## config.mk

```make
export PLATFORM = sky130hd
export DESIGN_NAME = atpg_pattern_player
export DESIGN_NICKNAME = d
export VERILOG_FILES = /design/src/rtl/atpg_pkg.sv /design/src/rtl/sat_counter.sv /design/src/rtl/atpg_pattern_player.sv
export SDC_FILE = /design/constraint.sdc
export NUM_CORES = 1
export LEC_CHECK = 0
export CAP_MARGIN = 20
export CORE_MARGIN = 2
export CORE_UTILIZATION = 49
export CTS_CLUSTER_SIZE = 12
export DETAILED_ROUTE_END_ITERATION = 8
export GPL_TIMING_DRIVEN = 0
export HOLD_SLACK_MARGIN = 0.06
export PLACE_DENSITY = 0.8
export SYNTH_ARGS = -nofsm -noshare
export SYNTH_HDL_FRONTEND = slang
export SYNTH_SLANG_ARGS = --single-unit
```

## constraint.sdc

```tcl
create_clock -name clk -period 2.5 [get_ports clk]
set_input_delay 0.375 -clock clk [delete_from_list [all_inputs] [get_ports clk]]
set_output_delay 0.375 -clock clk [all_outputs]
set_load 0.05 [all_outputs]
```

## src/rtl/atpg_pkg.sv

```systemverilog
// Shared definitions for the ATPG pattern player: FSM states, default
// vector widths and the packed pattern record layout.
package atpg_pkg;

  localparam int NINPUTS  = 5;
  localparam int NOUTPUTS = 2;
  localparam int CNT_W    = 16;

  typedef enum logic [1:0] {
    IDLE   = 2'd0,
    APPLY  = 2'd1,
    STROBE = 2'd2,
    DONE   = 2'd3
  } state_t;

  // One pattern record as written by the ATPG flow, at the default widths.
  typedef struct packed {
    logic [NINPUTS-1:0]  pi;
    logic [NOUTPUTS-1:0] xpct;
    logic [NOUTPUTS-1:0] mask;
    logic                last;
  } pat_rec_t;

endpackage

```

## src/rtl/sat_counter.sv

```systemverilog
// Saturating up-counter with synchronous clear; stops at all-ones.
module sat_counter #(
  parameter int W = 16
) (
  input  logic         clk,
  input  logic         clr,
  input  logic         inc,
  output logic [W-1:0] count
);

  // Count up on inc, hold at the maximum value, clear has priority.
  always_ff @(posedge clk) begin
    // NOTE: sequential state uses non-blocking assignments so every register
    // samples pre-edge values regardless of block ordering.
    if (clr) begin
      count <= '0;
    end else if (inc && (count != {W{1'b1}})) begin
      count <= count + W'(1);
    end
  end

endmodule

```

## src/rtl/atpg_pattern_player.sv

```systemverilog
// Applies one ATPG pattern record at a time to the alu block: drive PI,
// wait SETTLE cycles, strobe PO, masked compare, keep pass/fail statistics.
module atpg_pattern_player #(
  parameter int NINPUTS  = atpg_pkg::NINPUTS,
  parameter int NOUTPUTS = atpg_pkg::NOUTPUTS,
  parameter int SETTLE   = 4,
  parameter int CNT_W    = atpg_pkg::CNT_W
) (
  input  logic                clk,
  input  logic                rst_n,
  input  logic                pat_valid,
  output logic                pat_ready,
  input  logic [NINPUTS-1:0]  pat_pi,
  input  logic [NOUTPUTS-1:0] pat_xpct,
  input  logic [NOUTPUTS-1:0] pat_mask,
  input  logic                pat_last,
  output logic [NINPUTS-1:0]  dut_pi,
  input  logic [NOUTPUTS-1:0] dut_po,
  output logic                fail_pulse,
  output logic [NOUTPUTS-1:0] fail_bits,
  output logic [CNT_W-1:0]    pat_count,
  output logic [CNT_W-1:0]    fail_count,
  output logic [CNT_W-1:0]    first_fail_idx,
  output logic                first_fail_vld,
  output logic                done
);

  import atpg_pkg::*;

  // Settle counter width; at least one bit so SETTLE=1 still elaborates.
  localparam int CW = (SETTLE > 1) ? $clog2(SETTLE) : 1;

  state_t              state, state_nxt;
  logic [CW-1:0]       settle_cnt;
  logic                accept, strobe;
  logic [NOUTPUTS-1:0] xpct_q, mask_q, miss;
  logic                last_q;

  // Masked miscompare of the live PO against the registered expectation.
  assign miss = (dut_po ^ xpct_q) & mask_q;

  // State register.
  always_ff @(posedge clk) begin
    if (!rst_n) state <= IDLE;
    else        state <= state_nxt;
  end

  // Next-state and handshake decode.
  always_comb begin
    // NOTE: every output of this block gets a default first so no path
    // through the case leaves a variable unassigned and infers a latch.
    state_nxt = state;
    pat_ready = 1'b0;
    done      = 1'b0;
    accept    = 1'b0;
    strobe    = 1'b0;
    unique case (state)
      IDLE: begin
        // Hold ready low while reset is asserted.
        pat_ready = rst_n;
        if (pat_valid) begin
          accept    = 1'b1;
          state_nxt = APPLY;
        end
      end
      APPLY: begin
        if (settle_cnt == '0) state_nxt = STROBE;
      end
      STROBE: begin
        strobe    = 1'b1;
        state_nxt = last_q ? DONE : IDLE;
      end
      DONE: begin
        done = 1'b1;
      end
      default: state_nxt = IDLE;
    endcase
  end

  // Captured record fields; only read after an accept has loaded them.
  always_ff @(posedge clk) begin
    // NOTE: these data registers are deliberately not reset; nothing
    // observes them before the accept that writes them.
    if (accept) begin
      xpct_q <= pat_xpct;
      mask_q <= pat_mask;
      last_q <= pat_last;
    end
  end

  // PI drive, settle timing and strobe result registers.
  always_ff @(posedge clk) begin
    if (!rst_n) begin
      dut_pi         <= '0;
      settle_cnt     <= '0;
      fail_bits      <= '0;
      fail_pulse     <= 1'b0;
      first_fail_idx <= '0;
      first_fail_vld <= 1'b0;
    end else begin
      fail_pulse <= 1'b0;
      if (accept) begin
        dut_pi     <= pat_pi;
        settle_cnt <= CW'(SETTLE - 1);
      end else if ((state == APPLY) && (settle_cnt != '0)) begin
        settle_cnt <= settle_cnt - CW'(1);
      end
      if (strobe) begin
        fail_bits  <= miss;
        fail_pulse <= |miss;
        if ((|miss) && !first_fail_vld) begin
          first_fail_idx <= pat_count;
          first_fail_vld <= 1'b1;
        end
      end
    end
  end

  sat_counter #(.W(CNT_W)) u_pat_cnt (
    .clk   (clk),
    .clr   (~rst_n),
    .inc   (strobe),
    .count (pat_count)
  );

  sat_counter #(.W(CNT_W)) u_fail_cnt (
    .clk   (clk),
    .clr   (~rst_n),
    .inc   (strobe & (|miss)),
    .count (fail_count)
  );

endmodule

```

Word-level counts from Yosys, hierarchy flattened

Cells that the tools add are included.
W data, S select, Z words.

Register bits: 66
Logic and storage cells: 50
Output and inout bits: 59
Input bits: 15

Reduce and logical (&&, ||, !) cells: 14
Muxes and demuxes: 11
Add/subtract/negate cells: 3
Bitwise logic cells: 3
Equality and inequality tests: 7

Operator list:

| cell                    | count |
|---|---|
| $add A16 B1 Y16 const B | 2 |
| $ne A16 B16 Y1 const B  | 2 |
| $mux W2                 | 5 |
| $pmux W2 S3             | 1 |
| $mux W1                 | 5 |
| $eq A2 B2 Y1 const B    | 2 |
| $logic_and A1 B1 Y1     | 4 |
| $logic_not A2 Y1        | 2 |
| $ne A2 B2 Y1 const B    | 2 |
| $reduce_and A2 Y1       | 2 |
| $reduce_bool A2 Y1      | 2 |
| $reduce_and A3 Y1       | 1 |
| $reduce_bool A3 Y1      | 1 |
| $and A2 B2 Y2           | 1 |
| $eq A2 B1 Y1 const B    | 1 |
| $reduce_or A2 Y1        | 1 |
| $sub A2 B1 Y2 const B   | 1 |
| $xor A2 B2 Y2           | 1 |
| $and A1 B1 Y1           | 1 |
| $logic_not A1 Y1        | 1 |

Depth between registers and ports, before layout

Gate-level depths: netlist of the first run.

Depth in word-level cells: 5
Mapped depth: 7
Depth with buffers taken out: 6

Modules after synthesis

A second synthesis of the first run with hierarchy kept.

Cell total of the unflattened synthesis: 342
Area total of the unflattened synthesis: 3099.2 sq um

Modules (own cells, without submodules):

| module              | area an instance (sq um) | times used | cells each |
|---|---|---|---|
| sat_counter         | 848.3                    | 2          | 99 |
| atpg_pattern_player | 1402.6                   | 1          | 144 |

Worst setup path after synthesis of the first run

Ideal clock, no wire load.

Path type: flip-flop to flip-flop
Start point: reg u_pat_cnt.count[3]
End point: reg u_pat_cnt.count[13]
Path buffers: 0
Cell stages (with the launch flop): 5
Required time: 2.429 ns
Setup time: 0.071 ns
Clock period less this slack: 2.250 ns
Arrival: 2.179 ns
Slack: 0.250 ns
Cells stage by stage: dfxtp_1 -> nand4_4 -> or4_4 -> or4_1 -> a21oi_1

Cells in the longest elaborated chain, start to end: 2
Elaborated cells on any way between the ends: 3

Ends and longest elaborated chain:

| what                                                    | line              | RTL |
|---|---|---|
| from (decl)                                             | sat_counter.sv:8  | `output logic [W-1:0] count` |
| from (signal assigned)                                  | sat_counter.sv:18 | `count <= count + W'(1);` |
| branches (longest 2 deep; another with $add A16 B1 Y16) | n/a               |  |

Parallel ways; which one is timed is not known.
A chain may end at the register's enable or synchronous reset.

Worst setup path in the final report of the first run

Start point: in rst_n
End point: out pat_ready

Cells in the longest elaborated chain, start to end: 1

Ends and longest elaborated chain:

| what        | line                      | RTL |
|---|---|---|
| from (decl) | atpg_pattern_player.sv:10 | `input logic rst_n,` |
| $mux W1     | atpg_pattern_player.sv:57 | `unique case (state)` |
| to (decl)   | atpg_pattern_player.sv:12 | `output logic pat_ready,` |

Every way passes these cells.

==> results of run 1 <==
## cell usage in the layout, fill, tap and decap left out, drive strengths merged, types with 2 or more instances in the layout
| cell | n |
|---|---|
| a21oi | 46 |
| a311oi | 2 |
| a31oi | 2 |
| and2 | 3 |
| and3 | 3 |
| and4 | 6 |
| bufinv | 2 |
| clkbuf | 29 |
| clkdlybuf4s50 | 72 |
| dfxtp | 61 |
| edfxtp | 5 |
| ha | 7 |
| inv | 7 |
| mux2i | 5 |
| nand2 | 28 |
| nand2b | 8 |
| nand3 | 29 |
| nand4 | 9 |
| nor2 | 8 |
| nor2b | 3 |
| nor3 | 6 |
| nor4 | 5 |
| o21ai | 25 |
| o311ai | 2 |
| o31ai | 11 |
| o41ai | 3 |
| or3 | 7 |
| or4 | 13 |
| xnor2 | 2 |
| xor2 | 3 |
## area by class of cell
type / instances / area (um2)
clock buffers: 13 / 159
plain buffers: 15 / 60.1
repair buffers: 74 / 736
multi-input cells: 245 / 1510
fillers: 478 / 1860
inverters: 8 / 30.0
well taps: 75 / 93.8
flip-flops and latches: 66 / 1370
clock inverters: 2 / 60.1
## layer usage
metal  track usage (%)  up-vias  share of wire, %  wire [um]
li1                  -     1432                 -          -
met3              5.05       11               6.3        511
met1              32.3     1412                42       3380
met4              8.50        0               1.5        121
met5                 0        -                 0          0
met2              40.0      114                50       4060
## worst reg2reg max path: stages (launching register included)
cell and delay, ps:
dfxtp_1 390, inv_1 90, ha_1 240, clkbuf_2 210, a32oi_2 450, clkbuf_1 430
nor2_1 100, a311oi_1 290
## cells in the mapped netlist (all sizes together), types with 3 or more instances
master,number,share of area (%)
a21oi,46,7.8
and2,3,0.63
and3,3,0.63
and4,6,1.8
clkbuf,15,1.9
dfxtp,61,41
edfxtp,5,5.1
ha,7,3.0
inv,7,0.89
mux2i,5,1.7
nand2,28,3.5
nand2b,8,1.7
nand3,29,4.9
nand4,9,2.4
nor2,8,1.0
nor2b,3,0.63
nor3,6,1.0
nor4,5,1.3
o21ai,25,4.2
o31ai,11,2.8
o41ai,3,0.89
or3,7,1.6
or4,13,3.5
xor2,3,0.89
## cell families (layout without fill, tap and decap cells)
logic type,after synthesis,in the layout
compound gates,97,97
mux,5,5
simple gates,131,131
fa+ha+maj,7,7
flops,66,66
buf+inv,23,112
xor+xnor,5,5
## final timing paths
| kind | from | end | cells past startpoint | slack, ps |
|---|---|---|---|---|
| setup / recovery | rst_n | pat_ready | 4 | 70 |
| hold / removal | dut_pi[4] | dut_pi[4] | 2 | 450 |
| setup reg to reg | state[0] | u_fail_cnt.count[11] | 7 | 210 |
| hold reg to reg | dut_pi[4] | dut_pi[4] | 2 | 450 |
## timing repair
| item | 4_1_cts | 5_1_grt |
|---|---|---|
| endpoints found under the setup margin | 2 | 3 |
| resized for setup | 3 | 3 |
| gates cloned | 0 | 0 |
## stage by stage
| stage | instances | hold WS, ps | setup slack, ps |
|---|---|---|---|
| 2_1_floorplan | 334 | 474 | 250 |
| 3_3_place_gp | 482 | 444 | -417 |
| 3_5_place_dp | 482 | 450 | -439 |
| 4_1_cts | 497 | 460 | 27.4 |
| 5_1_grt | 498 | 477 | 12.4 |
| 6_report | 498 | 455 | 74.5 |
## registers in the layout (all words and copies together) (netlist names)
register	flops
settle_cnt	2
u_pat_cnt.count	16
first_fail_vld	1
dut_pi	5
state	2
fail_bits	2
mask_q	2
u_fail_cnt.count	16
xpct_q	2
last_q	1
fail_pulse	1
first_fail_idx	16
## power by group through the flow
stage | Clock (mW) | Sequential [mW] | Combinational [mW]
final | 0.995 | 1.15 | 0.350
after global placement | 0 | 1.17 | 0.336
after global routing | 1.06 | 1.15 | 0.380
after detailed placement | 0 | 1.17 | 0.347
after CTS | 1.01 | 1.14 | 0.350
after floorplan | 0 | 1.21 | 0.183
==> impl_results.md, run 1 <==
* Proportion of synthesized area in mux cells at 1.69%
* Slowest stage cell, crit path: clkdlybuf4s50_1
* Comb power frac at 14.1%
* Vias/cell at between 5 and 6
* Synth Area in XOR/XNOR at around 1.5%
* Switch Pwr at 640 uW
* Switching Share at 25.7%
* Slew margin rel. at 45.5%
* Die Span X at 81.8 um
* Htree depth at 3
* Postcts setup bufs at 0
* Vias in the first global route at 2,628
* Dpl hpwl at 5.64 mm
* Peak supply drop at roughly 0.4 mV
* Worst clock skew at between 5 and 6 ps
* CP required at 2120 ps
* Total core area at 5890 um2
* Leakage power at between 1 and 1.5 nW
* Worst hold path class: flop to flop
* Delay-heaviest family, CP: buffers and inverters
* Area Overhead vs Synth at 35.7%
* Period utilization at between 90% and 100%
* Final hold vios at 0
* Initial antenna violation count at 0
* Design Area, Final at between 4000 and 5000 um2
* Share of cells above drive strength 1 at 6.86%
* DRC violations left at 0
* Sequential power share at 46.0%
* Overflow after GRT at 0
* Final ANT Viol Nets at 0
* Simple-Gate Fraction of Synth Area at 25.5%
* CTS tree: done
* CP Class: primary input to primary output
* WL final at 8.08 mm
* CP max FO at 10
* Clk Latency, worst-skew pair at around 330 ps
* Routed vias at 2,969
* Synthesized Nets at 356
* GPL Wtd Cong at 0.829
* Async SR Flop Fraction at 0%
* Initial Utilization at 50.3%
* DRT Pass-1 Iters at 5
* Clock Sinks at between 60 and 70
* RSZ-0062 raised after global routing: false
* Largest family of logic cells by synthesized area: simple AND/OR/NAND/NOR gates
* Crit start category: primary input
* Row count at 28
* Ys Warns at 0
* Mapped Area at 2960 um2
* Cts hold-fix bufs at 0
* Final setup fails at 0
* Die H at 81.8 um
* # diodes at 0
* Most used DFF post-synth: dfxtp_1
* Status: finished clean
* Nets@finish at 441
* Setup_tns at 0 ps
* GR Util All Layers at 24.5%
* Worst-Margin Slew at 810 ps
* Port-buffer cells at 73
* Top-Level Pins at 74
* Slowest stage delay, CP at 680 ps
* Die area at 6680 um2
* Fmax at between 400 and 500 MHz
* Placed cell area at 3790 um2
* Clk network pwr share at 40.0%
* Global-route wire length before repair at 12.7 mm
* Largest net degree at the start of global routing at 11
* Clock Tree Buf Depth at 2
* DR WL/cell at 16.2 um
* Post-synth EDFFs at 5
* Clk Tree Root Cell: clkbuf_8
* Register area share after synthesis at 46.3%
* CP Capture Type: primary output
* CTS Buf Count at 9
* Max-cap viol count at 0
* Worst Path Arrival at 2050 ps
* Post-synthesis compound-gate area fraction at 19.1%
* Synth cell types at 46
* Synth Area in Adders at 2.96%
* Mapped Cells at 334
* Min Tclk post-route at ~2400 ps
* Pwr dens at just over 600 nW/um2
* Total power at 2.49 mW
* Final slew viol count at 0
* WP buf/inv at 3
* Util after Layout at 68.3%
* Mapped Avg Cell Area at 8.87 um2
* P_int at 1.85 mW
* Crit path cell chain: clkdlybuf4s50_1, clkbuf_2, and2_1, clkdlybuf4s15_1
* Synthesis-stage register bit count at 66
* Iter 0 DRT Violations at 291
* Clk slew on worst S/H paths at roughly 70 ps
Note: power is estimated with default switching activity, not from simulation.
==> inputs of run 2 (changes only) <==
--- a/config.mk
+++ b/config.mk
@@ -5,9 +5,11 @@
 export SDC_FILE = /design/constraint.sdc
 export NUM_CORES = 1
 export LEC_CHECK = 0
+export ABC_AREA = 0
 export CAP_MARGIN = 20
 export CORE_MARGIN = 2
 export CORE_UTILIZATION = 49
+export CTS_CLUSTER_DIAMETER = 30
 export CTS_CLUSTER_SIZE = 12
 export DETAILED_ROUTE_END_ITERATION = 8
 export GPL_TIMING_DRIVEN = 0
==> results of run 2 <==
The final DEF is identical to that of run 1; final timing and power are the same.
